==> config.mk <==
export PLATFORM = sky130hd
export DESIGN_NAME = max_reduce_int64_ctrl
export DESIGN_NICKNAME = d
export VERILOG_FILES = /design/src/rtl/max_reduce_pkg.sv /design/src/rtl/gt_int_nbit.sv /design/src/rtl/max_reduce_int64_ctrl.sv
export SDC_FILE = /design/constraint.sdc
export NUM_CORES = 1
export LEC_CHECK = 0
export CAP_MARGIN = 10
export CORE_MARGIN = 10
export CORE_UTILIZATION = 30
export CTS_BUF_LIST = sky130_fd_sc_hd__clkbuf_4 sky130_fd_sc_hd__clkbuf_8 sky130_fd_sc_hd__clkbuf_16
export CTS_CLUSTER_SIZE = 40
export DETAILED_ROUTE_END_ITERATION = 10
export PLACE_DENSITY_LB_ADDON = 0.3
export SYNTH_ARGS = -nofsm -noshare
export SYNTH_HDL_FRONTEND = slang
export SYNTH_SLANG_ARGS = --single-unit
==> constraint.sdc <==
create_clock -name clk -period 5.55 [get_ports clk]
set_input_delay 1.665 -clock clk [delete_from_list [all_inputs] [get_ports clk]]
set_output_delay 1.665 -clock clk [all_outputs]
set_load 0.02 [all_outputs]
==> src/rtl/max_reduce_pkg.sv <==
// Shared definitions for the streaming max-reduction controller.
//   DEF_WIDTH / DEF_CNT_W : default operand width and element-counter width
//   state_t               : controller state encoding
package max_reduce_pkg;

    localparam int unsigned DEF_WIDTH = 64;
    localparam int unsigned DEF_CNT_W = 16;

    typedef enum logic [1:0] {
        IDLE  = 2'd0,
        ACCUM = 2'd1,
        DONE  = 2'd2
    } state_t;

endpackage

==> src/rtl/gt_int_nbit.sv <==
// Combinational signed greater-than comparator over two's-complement operands.
//   a : left operand
//   b : right operand
//   y : 1 when a > b (signed)
module gt_int_nbit #(
    parameter int unsigned WIDTH = 64
) (
    input  logic [WIDTH-1:0] a,
    input  logic [WIDTH-1:0] b,
    output logic             y
);

    assign y = $signed(a) > $signed(b);

endmodule

==> src/rtl/max_reduce_int64_ctrl.sv <==
// Streaming max-reduction controller: runs one shared signed comparator over a
// packet of cfg_len operands. It returns the packet maximum and the index of the
// first element that holds that maximum.
//   clk, rst             : clock, asynchronous active-high reset
//   start, cfg_len       : packet request and element count; sampled in IDLE only
//   busy, err_len0       : not-idle flag; one-cycle pulse for a zero-length request
//   in_valid/in_ready    : operand stream handshake, carrying in_data
//   out_valid/out_ready  : result handshake, carrying out_max and out_idx
module max_reduce_int64_ctrl
    import max_reduce_pkg::*;
#(
    parameter int unsigned WIDTH = DEF_WIDTH,
    parameter int unsigned CNT_W = DEF_CNT_W
) (
    input  logic             clk,
    input  logic             rst,
    input  logic             start,
    input  logic [CNT_W-1:0] cfg_len,
    output logic             busy,
    output logic             err_len0,
    input  logic             in_valid,
    output logic             in_ready,
    input  logic [WIDTH-1:0] in_data,
    output logic             out_valid,
    input  logic             out_ready,
    output logic [WIDTH-1:0] out_max,
    output logic [CNT_W-1:0] out_idx
);

    state_t           state;
    state_t           state_nx;
    logic [CNT_W-1:0] len;
    logic [CNT_W-1:0] cnt;
    logic [WIDTH-1:0] acc;
    logic [CNT_W-1:0] idx;
    logic             gt;
    logic             accept;
    logic             last_beat;
    logic             start_ok;
    logic             start_zero;

    // The one comparator in the block: the new operand against the running maximum.
    gt_int_nbit #(.WIDTH(WIDTH)) u_gt (
        .a (in_data),
        .b (acc),
        .y (gt)
    );

    assign accept     = in_valid && (state == ACCUM);
    assign last_beat  = (cnt == len - CNT_W'(1));
    assign start_ok   = (state == IDLE) && start && (cfg_len != '0);
    assign start_zero = (state == IDLE) && start && (cfg_len == '0);

    // State register.
    always_ff @(posedge clk or posedge rst) begin
        if (rst) begin
            state <= IDLE;
        end else begin
            state <= state_nx;
        end
    end

    // Next-state logic and state-decoded handshake outputs.
    always_comb begin
        state_nx  = state;
        busy      = 1'b0;
        in_ready  = 1'b0;
        out_valid = 1'b0;
        case (state)
            IDLE: begin
                if (start_ok) state_nx = ACCUM;
            end
            ACCUM: begin
                busy     = 1'b1;
                in_ready = 1'b1;
                if (in_valid && last_beat) state_nx = DONE;
            end
            DONE: begin
                busy      = 1'b1;
                out_valid = 1'b1;
                if (out_ready) state_nx = IDLE;
            end
            default: state_nx = IDLE;
        endcase
    end

    // Datapath. The first beat seeds the accumulator. Later beats replace it only
    // when strictly greater, so a tie keeps the earlier index. cnt holds at len-1.
    always_ff @(posedge clk or posedge rst) begin
        if (rst) begin
            len      <= '0;
            cnt      <= '0;
            acc      <= '0;
            idx      <= '0;
            err_len0 <= 1'b0;
        end else begin
            err_len0 <= start_zero;
            if (start_ok) begin
                len <= cfg_len;
                cnt <= '0;
            end
            if (accept) begin
                if (cnt == '0) begin
                    acc <= in_data;
                    idx <= '0;
                end else if (gt) begin
                    acc <= in_data;
                    idx <= cnt;
                end
                if (!last_beat) cnt <= cnt + CNT_W'(1);
            end
        end
    end

    assign out_max = acc;
    assign out_idx = idx;

endmodule
# == Word-level counts from Yosys, hierarchy flattened ==
# Cells that the tools add are included.
# totals
mem_count,0
romBits,0
out_inout_bits,84
latchBits,0
ramBits,0
register_bits,115
# classes
mux,14
n_bitwise,0
add_sub_neg,2
multipliers,0
order_cmp,1
shift,0
div_mod_pow,0
n_eq_ne,6
reduce_logical,13
# op_table
op,count
2-to-1 mux 64 bit,2
2-to-1 mux 16 bit,5
greater-than comparator 64 bit,1
logical NOT 16 bit,2
adder 16 x 1 -> 16 bit (second input constant),1
== test 16 bit,1
nonzero test 16 bit,1
subtractor 16 x 1 -> 16 bit (second input constant),1
2-to-1 mux 2 bit,3
case mux 2 bit (3 select lines),1
logical AND 1 bit,5
inequality test 2 bit (second input constant),2
2-to-1 mux 1 bit,3
AND reduction 3 bit,1
== test 2 x 1 -> 1 bit (second input constant),1
== test 2 bit (second input constant),1
logical NOT 2 bit,1
inequality test 2 x 1 -> 1 bit (second input constant),1
AND reduction 2 bit,1
nonzero test 2 bit,1
OR reduction 2 bit,1

# == Logic depth before layout (Yosys ltp) ==
# Gate-level depths: netlist (run 1).
# logic_depth
word_depth,6
ltp_mapped,12
mapped_depth_nobuf,10

# == Modules after synthesis ==
# Synthesis (run 1) repeated with hierarchy kept, for this count alone.
# hier_totals
hier_cells,715
hier_area_um2,7100.6
# modules_own_cells
module,seq_area_each_um2,instances,cells_per_inst,area_each_um2
max_reduce_int64_ctrl,2877.8,1,481,5470.2
gt_int_nbit,0.0,1,234,1630.3

# == Worst setup path after synthesis (run 1) ==
# Ideal clock, no wire load.
# synth_path
path_kind,input port to flip-flop
from,in in_data[58]
to,"reg acc[37], in the netlist out_max[37]"
cell_stages,11
path_slack_ps,1369
path_buffers,2
setup_time_ps,128
arrival_ps,4054
t_required_ps,5422
cell_sequence,ha_1 > nand4_1 > nor4_2 > nand2_1 > nor4_1 > or3_1 > mux2i_4 > nor2_2 > buf_4 > buf_4 > mux2_1
# synth_via
elab_chain_cells,3
# synth_lines
element,line,text
from (decl),max_reduce_int64_ctrl.sv:23,"input logic [WIDTH-1:0] in_data,"
greater-than comparator 64 bit,gt_int_nbit.sv:13,assign y = $signed(a) > $signed(b);
nonzero test 2 bit (no line),--,
AND reduction 2 bit (no line),--,
to (signal assigned),max_reduce_int64_ctrl.sv:104,acc <= in_data;
to (signal assigned),max_reduce_int64_ctrl.sv:107,acc <= in_data;
to (decl),max_reduce_int64_ctrl.sv:34,logic [WIDTH-1:0] acc;
# Every way passes these cells.
# A chain may end at the register's enable or synchronous reset.

# == Worst setup path in the final report (run 1) ==
# layout_path
from,in in_data[58]
to,"reg acc[40], in the netlist out_max[40]"
# Same word-level chain as after synthesis.

==> parameters.txt, run 1 <==
Parameter                              Value

Worst setup path
  Crit-path cells    clkdlybuf4s50_1, ha_1, nand4_1, nor4_2, nand2_1, nor4_1, or3_1, mux2i_4, nor2_4, buf_12, mux2_1
  CP max FO    42
  Category of the worst setup path launch point    input pin
  Endpoint type of the worst setup path    flip-flop
  Data required, critical path    5840 ps
  Arrival time of the worst setup path    4860 ps
  Critical path's largest stage delay    490 ps
  Max stage delay cell, worst path    sky130_fd_sc_hd__nor4_2
  Crit Path Class    in -> reg

Synth
  Syn Area/Cell    9.997 sq um
  Number of synthesized register bits    115
  Gate count after technology mapping    704
  Area of the mapped netlist    7038 sq um
  Sequential element share of the synthesized area    40.89%
  Syn_nets    859
  Unique masters post-synth    60
  FFs w/ async S/R, synth    100.0%
  Most used flip-flop cell after synthesis    sky130_fd_sc_hd__dfrtp_1
  EDFF count, synth    0
  Number of warnings issued by yosys    0

CTS
  Total number of clock tree sinks    115
  Clk buf depth    2
  Clock-pin slew of the registers on the worst-case setup and hold paths    50 ps
  Number of hold buffers added after CTS    0
  Level count of the clock H-tree    4
  Setup repair bufs after CTS    0
  TritonCTS clock tree    done
  Clk_lat worst skew    410 ps
  Count of instances resized after the clock tree is built    0
  Cell at the root of the clock tree    sky130_fd_sc_hd__clkbuf_16
  Number of CTS-inserted buffers    17

Finish
  Number of cells in the finished layout apart from fillers    1,196
  Commonest cells after routing, fill and taps aside    sky130_fd_sc_hd__clkdlybuf4s50_1, sky130_fd_sc_hd__dfrtp_1, sky130_fd_sc_hd__inv_1, sky130_fd_sc_hd__nand2_1, sky130_fd_sc_hd__mux2_2
  Register area    2878 sq um
  Total Nets Final    1,027
  Most common cell after layout, fill and taps aside    sky130_fd_sc_hd__clkdlybuf4s50_1
  Combined area of the multi-input logic cells    3707 sq um
  Area growth, synth to finish    37.35%
  Fill cell instance count of the final layout    2,274
  Share of post-route cells with drive strength above 1    14.38%
  Number of antenna repair diodes    0

Timing
  Sum Neg Setup Slack    0 ps
  Setup violations, final    0
  Ratio of final minimum period to clock period    82.46%
  Final count of hold timing violations    0
  Headroom to the max-slew limit    36.87%
  Max Clk Rate    0.2185 GHz
  Number of pins exceeding their max-slew limit in the final report    0
  Worst setup skew after layout    10.38 ps
  Unrepaired setup endpoints after global routing    false
  Final critical path time including I/O delays and setup    4576 ps
  Slew at the pin closest to its max-slew limit    947.0 ps
  Final setup slack of the worst path    973.5 ps

Route
  Antenna-violating nets left    0
  Number of design-rule violations left by the first detailed-router iteration    404
  Final routed DRC violation total    0
  Via count    5,691
  Via count normalized by instance count    4.758
  DRT Wirelength    19,200 microns
  Post-detailed-route wirelength per cell    16.05 microns
  First drt pass iteration count    5

Die
  # rows    55
  Number of top-level pins    169
  Area of the core    22,850 sq um
  Area of the die    29,990 sq um
  Initial Utilization    30.81%
  Die X-Extent    173.2 microns
  Height of the chip    173.2 microns

Power
  VDD IR max    0.2413 mV
  Leakage power summed over all cells    4.319 nW
  Overall power consumption    5.258 mW
  Power density of the placed cells    543.9 nW/um^2

Global route
  Number of antenna violations at the first check in global routing    0
  Overflow after GRT    0
  Global router's overall resource usage    12.93%
  Pin count of the biggest net entering global routing    63
  Wire length of the first global-routing pass    31,400 microns
  Via count of the first global-routing pass    5,608

Placed design
  Post-Place Cells    1,166
  IO buf count    168
  Worst slack at placement    531.6 ps
  Placer congestion estimate    0.8281
  Dpl hpwl    14,870 microns

Worst hold path
  Kind of path behind the tightest hold check    reg -> reg

Job
  Max capacitance violation total    0

Outcome
  Status    complete, no violations
## sequential cells by signal, summed over array words and instances (netlist names)
register and flops:
err_len0 1, cnt 16, len 16, out_max 64
out_idx 16, state 2
## through the flow
step           cell area [sq um]  utilization [%]  hold WS [ps]
2_1_floorplan               7038                -         466.5
3_3_place_gp                9062            39.67         491.2
3_5_place_dp                9062            39.67         493.4
4_1_cts                     9667            42.31         505.1
5_1_grt                     9667            42.31         516.8
6_report                    9667            42.31         502.1
## layer usage
layer / routed length, microns / part of all wire, % / vias to the layer above / track usage [%]
li1: - / - / 2842 / -
met1: 9564 / 50 / 2692 / 17.85
met2: 8464 / 44 / 146 / 19.48
met3: 1009 / 5.3 / 11 / 3.616
met4: 158 / 0.82 / 0 / 3.126
met5: 0 / 0 / - / 0
## worst max-delay path, delay by kind of cell
kind	cells	cell delay [ps]
and+or+nand+nor	6	1500
muxes	2	710
buffers and inverters	2	620
adders and majority gates	1	330
## kinds of logic (layout without fill, tap and decap cells)
family          Yosys count  in the layout  synth area share, %
xor+xnor                 15             15                1.867
buf+inv                 111            290                6.507
mux                      82             82                13.19
compound gates          115            115                10.93
flops                   115            115                40.89
simple gates            196            196                14.17
fa+ha+maj                70             70                12.44
## where the power goes
group / leakage (nW) / total (mW) / switching, mW / internal [mW]
Combinational: 2.58 / 2.65 / 1.34 / 1.31
Clock: 0.304 / 1.14 / 0.376 / 0.760
Sequential: 1.43 / 1.47 / 0.304 / 1.17
## synth_stat cells (10+ instances only)
cell                         n  area [sq um]
sky130_fd_sc_hd__mux2_2     71         799.5
sky130_fd_sc_hd__dfrtp_1   115          2878
sky130_fd_sc_hd__nor2_1     15         56.30
sky130_fd_sc_hd__xnor2_1    12         105.1
sky130_fd_sc_hd__o21ai_2    10         87.58
sky130_fd_sc_hd__inv_1      87         326.6
sky130_fd_sc_hd__nor3_1     17         85.08
sky130_fd_sc_hd__nand3_1    14         70.07
sky130_fd_sc_hd__nand4_1    19         118.9
sky130_fd_sc_hd__o21ai_0    28         140.1
sky130_fd_sc_hd__nand2_1    83         311.6
sky130_fd_sc_hd__nor4_1     16         100.1
sky130_fd_sc_hd__ha_1       70         875.8
sky130_fd_sc_hd__clkbuf_1   11         41.29
sky130_fd_sc_hd__a21oi_1    32         160.2
## worst paths after layout
path                       slack (ps)          end        start  cells past startpoint
max                               970  out_max[40]  in_data[58]                     11
min                               500   out_idx[9]   out_idx[9]                      1
max reg2reg                      2180      cnt[15]       len[0]                     10
min reg2reg                       500   out_idx[9]   out_idx[9]                      1
max in group asynchronous        2990       cnt[5]          rst                      3
min in group asynchronous        1780  out_max[13]          rst                      2
## layout make-up
type / count / area share [%]
clock buffers: 25 / 5.216
clock inverters: 5 / 1.035
inverters: 87 / 3.404
multi-input cells: 478 / 38.35
flip-flops and latches: 115 / 29.77
well taps: 313 / 4.051
repair buffers: 173 / 18.17
Power figures use the tool's default switching activity.
==> inputs of run 2 (changes only) <==
- clock period: 5.55 -> 3.8 ns (I/O delays scaled with it)
==> run 2 against run 1 <==
First-iteration DRC count shrank 16%; largest cell class unchanged; register-to-register slack got worse by 1500 ps; wire length increased by 8.3%; critical path depth rose by 2; clock power increased by 46%; highest routed layer unchanged; sequential power increased by 46%.
==> parameters.txt, run 2 (synthesized netlist as in run 1, its figures left out) <==
Parameter                              Value

Outcome
  Status    complete, no violations

Timing
  Final setup slack of the worst path    57.63 ps (-915.9 ps)
  Final critical path time including I/O delays and setup    3742 ps
  Headroom to the max-slew limit    54.08% (+17 points)
  Sum Neg Setup Slack    0 ps (unchanged)
  Slew at the pin closest to its max-slew limit    688.8 ps (-258.2 ps)
  Worst setup skew after layout    10.55 ps (+0.1674 ps)
  Ratio of final minimum period to clock period    98.48%
  Max Clk Rate    0.2672 GHz
  Number of pins exceeding their max-slew limit in the final report    0 (unchanged)
  Setup violations, final    0 (unchanged)
  Final count of hold timing violations    0 (unchanged)
  Hold Slack    499.1 ps (-3.028 ps)

Route
  First drt pass iteration count    4 (-1)
  Post-detailed-route wirelength per cell    16.83 microns (+4.8%)
  Final routed DRC violation total    0 (unchanged)
  Number of design-rule violations left by the first detailed-router iteration    340 (-16%)
  Via count    5,890 (+3.5%)
  DRT Wirelength    20,780 microns (+8.3%)
  Antenna-violating nets left    0 (unchanged)
  Via count normalized by instance count    4.769 (+0.23%)

CTS
  Level count of the clock H-tree    4 (unchanged)
  Cell at the root of the clock tree    sky130_fd_sc_hd__clkbuf_16
  Clk buf depth    2 (unchanged)
  Clock-pin slew of the registers on the worst-case setup and hold paths    50 ps (about the same)
  Number of hold buffers added after CTS    0 (unchanged)
  TritonCTS clock tree    done
  Number of CTS-inserted buffers    17 (unchanged)
  Total number of clock tree sinks    115 (unchanged)
  Clk_lat worst skew    420 ps (about the same)

Worst setup path
  Critical register-to-register path startpoint    len[0]
  Data required, critical path    4090 ps (-1750 ps)
  Endpoint type of the worst setup path    flip-flop
  Max stage delay cell, worst path    sky130_fd_sc_hd__clkdlybuf4s50_1
  CP max FO    15 (-64%)
  Capture point of the worst path    out_max[63]
  Crit Path Class    in -> reg
  Arrival time of the worst setup path    4040 ps (-820 ps)
  Crit-path cells    clkdlybuf4s50_1, ha_1, nand2_1, nor4_4, buf_4, nand4_1, o311a_1, nand2_1, mux2i_4, nor2_4, buf_6, clkbuf_16, mux2_2
  Category of the worst setup path launch point    input pin
  Critical path's most frequent cell    sky130_fd_sc_hd__nand2_1
  Flop-to-flop setup slack    670 ps (-1510 ps)
  Critical path launch point    in_data[41]
  Cell depth of the worst flop-to-flop path    10 (unchanged)
  Critical path's largest stage delay    430 ps (-60 ps)
  End of the worst register-to-register path    cnt[2]

Power
  Portion of total power attributed to combinational logic    54.2% (+3.9 points)
  Cell Int Power    5.096 mW (+57%)
  Net switching share of the total power    38.98% (+0.55 points)
  Switch Pwr    3.255 mW (+61%)
  Clock power share    20.0% (-1.6 points)
  Power density of the placed cells    802.6 nW/um^2 (+48%)
  Leakage power summed over all cells    4.751 nW (+10%)
  Fraction of power consumed by sequential logic    25.8% (-2.3 points)
  VDD IR max    0.3153 mV (+31%)

Finish
  Fraction of the core area covered by cells at the end of the flow    45.55% (+3.2 points)
  Number of antenna repair diodes    0 (unchanged)
  Most common cell after layout, fill and taps aside    sky130_fd_sc_hd__clkdlybuf4s50_1
  Design area    10,410 sq um (+7.6%)
  Number of flip-flops under the largest register name    64 (unchanged)
  Commonest cells after routing, fill and taps aside    sky130_fd_sc_hd__clkdlybuf4s50_1, sky130_fd_sc_hd__dfrtp_1, sky130_fd_sc_hd__inv_1, sky130_fd_sc_hd__nand2_1, sky130_fd_sc_hd__mux2_2
  Area growth, synth to finish    47.86%
  Share of post-route cells with drive strength above 1    21.69% (+7.3 points)
  Total Nets Final    1,064 (+3.6%)

Placed design
  Dpl hpwl    15,090 microns (+1.5%)
  IO buf count    168 (unchanged)
  Placer congestion estimate    0.8039 (-2.9%)
  Worst slack at placement    -559.0 ps (-1091 ps)
  Instance area after placement    9266 sq um (+2.3%)

Global route
  Pin count of the biggest net entering global routing    116 (+84%)
  Number of antenna violations at the first check in global routing    0 (unchanged)
  Global router's overall resource usage    13.49% (+0.56 points)
  Overflow after GRT    0 (unchanged)
  Wire length of the first global-routing pass    32,500 microns (+3.5%)
  Via count of the first global-routing pass    5,954 (+6.2%)

Job
  Max capacitance violation total    0 (unchanged)

Worst hold path
  Kind of path behind the tightest hold check    reg -> reg

Die
  # rows    55 (unchanged)
  Die X-Extent    173.2 microns (unchanged)
  Area of the core    22,850 sq um (unchanged)
  Area of the die    29,990 sq um (unchanged)
  Height of the chip    173.2 microns (unchanged)
  Initial Utilization    30.81% (unchanged)
  Number of top-level pins    169 (unchanged)
## run 2: cell count changes in the layout (fill, tap and decap cells not counted), moves of 4 or more
| cell | change |
|---|---|
| sky130_fd_sc_hd__clkdlybuf4s50_1 | -21 |
| sky130_fd_sc_hd__ha_4 | +17 |
| sky130_fd_sc_hd__dlymetal6s2s_1 | +20 |
| sky130_fd_sc_hd__ha_1 | -17 |
| sky130_fd_sc_hd__nor4_1 | -4 |
| sky130_fd_sc_hd__buf_4 | +32 |
| sky130_fd_sc_hd__a221oi_1 | -4 |
## run 2: final cells by class
class | instances | area [sq um]
flip-flops and latches | 115 | 2878
inverters | 87 | 330.3
clock buffers | 22 | 475.5
fillers | 2170 | 12440
clock inverters | 10 | 131.4
multi-input cells | 478 | 4043
repair buffers | 210 | 2157
well taps | 313 | 391.6
## run 2: worst max-delay path, delay by kind of cell
kind	cells	cell delay, ps
buffers and inverters	4	930
AND/OR/NAND/NOR	5	830
multiplexers	2	420
AO/OA/AOI/OAI	1	420
adder cells (fa/ha/maj)	1	310
## run 2: how the worst min path moves through the flow
stage / start / endpoint / slack [ps] / cells after the start
floorplan: len[15] / len[15] / 470 / 2
global placement: out_idx[10] / out_idx[10] / 490 / 1
detailed placement: out_idx[4] / out_idx[4] / 490 / 1
CTS: out_idx[4] / out_idx[4] / 510 / 1
global route: out_idx[9] / out_idx[9] / 520 / 1
finish: out_idx[13] / out_idx[13] / 500 / 1
## run 2: through the flow
| stage | total power, mW | cells |
|---|---|---|
| global placement | 6.173 | 1193 |
| floorplan | 4.619 | 704 |
| finish | 8.352 | 1235 |
| CTS | 8.199 | 1230 |
| global route | 8.986 | 1235 |
| detailed placement | 6.238 | 1193 |
## run 2: power groups by stage
| stage | Combinational (mW) | Sequential [mW] | Clock [mW] |
|---|---|---|---|
| 6_report | 4.53 | 2.15 | 1.67 |
| 5_1_grt | 4.97 | 2.24 | 1.78 |
| 4_1_cts | 4.33 | 2.15 | 1.71 |
| 3_5_place_dp | 4.06 | 2.17 | 0 |
| 3_3_place_gp | 4.02 | 2.16 | 0 |
| 2_1_floorplan | 2.10 | 2.51 | 0 |
## run 2: timing repair
item	in CTS	in global routing
cloned	2	1
buffers inserted	4	5
endpoints found under the hold margin	0	0
endpoints found under the setup margin	74	76
gates resized for setup	18	47
pin swaps	17	29
## run 2: per-layer routing
metal	track usage [%]	part of all wire (%)
met5	0	0
met4	3.342	0.97
met3	3.681	4.7
met2	20.52	45
met1	18.50	50
==> inputs of run 3 (changes only) <==
- CTS_CLUSTER_SIZE: 40 -> not set
- MAX_ROUTING_LAYER: not set -> met4
==> run 3 against run 2 <==
Sequential power about the same; worst hold slack about the same; total power about the same; critical path depth unchanged; cell count unchanged; utilization unchanged; count of clock-buffer cells in the layout unchanged; largest cell class unchanged; critical endpoint unchanged.
==> parameters.txt, run 3 (synthesized netlist as in run 1, its figures left out) <==
Parameter                              Value

Timing
  Slew at the pin closest to its max-slew limit    689.9 ps (+1.092 ps)
  Final critical path time including I/O delays and setup    3749 ps (+6.442 ps)
  Worst setup skew after layout    12.39 ps (+1.841 ps)
  Number of pins exceeding their max-slew limit in the final report    0 (unchanged)
  Headroom to the max-slew limit    54.01% (-0.073 points)
  Final count of hold timing violations    0 (unchanged)
  Max Clk Rate    0.2668 GHz (-0.17%)
  Setup violations, final    0 (unchanged)
  Ratio of final minimum period to clock period    98.65% (+0.17 points)

Global route
  Wire length of the first global-routing pass    32,510 microns (about the same)
  Via count of the first global-routing pass    5,961 (+0.12%)
  Global router's overall resource usage    13.89% (+0.40 points)
  Number of antenna violations at the first check in global routing    0 (unchanged)
  Overflow after GRT    0 (unchanged)
  Pin count of the biggest net entering global routing    116 (unchanged)

Worst setup path
  CP max FO    15 (unchanged)
  Flop-to-flop setup slack    660 ps (about the same)
  Max stage delay cell, worst path    sky130_fd_sc_hd__clkdlybuf4s50_1
  CP Buf/Inv Count    4 (unchanged)
  Critical path's most frequent cell    sky130_fd_sc_hd__nand2_1
  Cell family with the largest share of critical-path delay    buffers and inverters
  Data required, critical path    4090 ps (about the same)
  End of the worst register-to-register path    cnt[2]
  Category of the worst setup path launch point    input pin
  Arrival time of the worst setup path    4040 ps (about the same)
  Critical register-to-register path startpoint    len[0]
  Crit-path cells    clkdlybuf4s50_1, ha_1, nand2_1, nor4_4, buf_4, nand4_1, o311a_1, nand2_1, mux2i_4, nor2_4, buf_6, clkbuf_16, mux2_2
  Critical path's largest stage delay    430 ps (about the same)
  Cell depth of the worst flop-to-flop path    10 (unchanged)
  Crit Path Class    in -> reg
  Endpoint type of the worst setup path    flip-flop

Placed design
  Instance area after placement    9266 sq um (unchanged)
  IO buf count    168 (unchanged)
  Dpl hpwl    15,090 microns (unchanged)
  Placer congestion estimate    0.8155 (+1.4%)

Finish
  Area growth, synth to finish    47.86% (unchanged)
  Total Nets Final    1,064 (unchanged)
  Most common cell after layout, fill and taps aside    sky130_fd_sc_hd__clkdlybuf4s50_1
  Commonest cells after routing, fill and taps aside    sky130_fd_sc_hd__clkdlybuf4s50_1, sky130_fd_sc_hd__dfrtp_1, sky130_fd_sc_hd__inv_1, sky130_fd_sc_hd__nand2_1, sky130_fd_sc_hd__mux2_2
  Fill cell instance count of the final layout    2,170 (unchanged)
  Combined area of the multi-input logic cells    4043 sq um (unchanged)
  Fraction of the core area covered by cells at the end of the flow    45.55% (unchanged)
  Register area    2878 sq um (unchanged)
  Number of antenna repair diodes    0 (unchanged)
  Design area    10,410 sq um (unchanged)
  Number of flip-flops under the largest register name    64 (unchanged)
  Share of post-route cells with drive strength above 1    21.69% (unchanged)

Die
  Initial Utilization    30.81% (unchanged)
  Number of top-level pins    169 (unchanged)
  Area of the die    29,990 sq um (unchanged)
  Area of the core    22,850 sq um (unchanged)
  # rows    55 (unchanged)
  Die X-Extent    173.2 microns (unchanged)
  Height of the chip    173.2 microns (unchanged)

CTS
  Number of CTS-inserted buffers    17 (unchanged)
  Level count of the clock H-tree    4 (unchanged)
  Clock-pin slew of the registers on the worst-case setup and hold paths    50 ps (about the same)
  TritonCTS clock tree    done
  Cell at the root of the clock tree    sky130_fd_sc_hd__clkbuf_16
  Clk_lat worst skew    410 ps (about the same)
  Total number of clock tree sinks    115 (unchanged)
  Clk buf depth    2 (unchanged)

Power
  Power density of the placed cells    802.0 nW/um^2 (about the same)
  Leakage power summed over all cells    4.751 nW (unchanged)
  VDD IR max    0.3131 mV (-0.69%)

Route
  Via count normalized by instance count    4.758 (-0.24%)
  First drt pass iteration count    4 (unchanged)
  Final routed DRC violation total    0 (unchanged)
  DR WL met3    806 microns (-18%)
  Post-detailed-route wirelength per cell    16.77 microns (-0.35%)
  Wire length the detailed router placed on met1    10,450 microns (+1.4%)
  Via count    5,876 (-0.24%)
  Top Metal Used    met4
  Routed length on met2    9321 microns (+0.41%)
  Number of design-rule violations left by the first detailed-router iteration    298 (-12%)
  Antenna-violating nets left    0 (unchanged)
  DRT Wirelength    20,710 microns (-0.35%)

Worst hold path
  Hold_sp    out_idx[13]
  Cell count of the worst hold path    1 (unchanged)
  Kind of path behind the tightest hold check    reg -> reg
  Endpoint with the worst hold slack    out_idx[13]

Outcome
  Status    complete, no violations

Job
  Max capacitance violation total    0 (unchanged)
==> run 3: cell counts in the layout (fill, tap and decap cells not counted) <==
No cell type changed its count.
==> run 3: cell type report <==
type | instances | share of cell area (%)
Timing Repair Buffer | 210 | 20.73
Tap cell | 313 | 3.763
Clock inverter | 10 | 1.262
Clock buffer | 22 | 4.569
Inverter | 87 | 3.174
Multi-Input combinational cell | 478 | 38.85
Sequential cell | 115 | 27.65
==> run 3: power by group <==
group / total (mW) / switching (mW) / leakage (nW) / internal (mW)
combinational: 4.53 / 2.22 / 3.02 / 2.31
sequential: 2.15 / 0.443 / 1.43 / 1.71
clock: 1.66 / 0.583 / 0.304 / 1.08
total: 8.35 / 3.25 / 4.75 / 5.10
==> run 3: worst max-delay path by stage <==
stage                              to   startpoint  cells after the start  slack [ps]
after global placement    out_max[43]  in_data[11]                     11        -540
after floorplan           out_max[37]  in_data[58]                     11         140
final                     out_max[63]  in_data[41]                     13          50
after global routing      out_max[28]  in_data[41]                     13         -40
after CTS                 out_max[62]  in_data[23]                     14           1
after detailed placement  out_max[34]  in_data[11]                     11        -560
==> run 3: worst register-to-register path, cell delays in order (launching register included) <==
cell and delay [ps]:
sky130_fd_sc_hd__dfrtp_1 410, sky130_fd_sc_hd__inv_1 90, sky130_fd_sc_hd__ha_1 340, sky130_fd_sc_hd__nor3b_1 270
sky130_fd_sc_hd__and2_1 210, sky130_fd_sc_hd__o21ai_0 80, sky130_fd_sc_hd__mux2_2 270, sky130_fd_sc_hd__a32o_1 280
sky130_fd_sc_hd__a21oi_2 590, sky130_fd_sc_hd__mux2_1 380, sky130_fd_sc_hd__mux2i_1 140
==> run 3: routing by layer <==
layer  global-route usage, %  vias to the layer above
met5                       -                        -
met1                   18.67                     2804
li1                        -                     2915
met4                   3.342                        0
met2                   20.50                      144
met3                   3.485                       13
==> run 3: through the flow <==
| stage | hold slack [ps] | setup TNS, ps | instances | worst slack [ps] | power, mW |
|---|---|---|---|---|---|
| after CTS | 505.7 | 0 | 1230 | 1.467 | 8.199 |
| after floorplan | 466.5 | 0 | 704 | 143.8 | 4.619 |
| after detailed placement | 493.4 | -41020 | 1193 | -559.0 | 6.238 |
| final | 499.0 | 0 | 1235 | 51.18 | 8.346 |
| after global placement | 490.9 | -40410 | 1193 | -544.0 | 6.173 |
| after global routing | 523.7 | -945.1 | 1235 | -36.90 | 8.986 |
==> run 3: timing repair <==
action / CTS / global route
hold buffers: 0 / 0
endpoints found under the setup margin: 74 / 76
buffers inserted: 4 / 5
resized for setup: 18 / 47
gates cloned: 2 / 1
pin swaps: 17 / 29
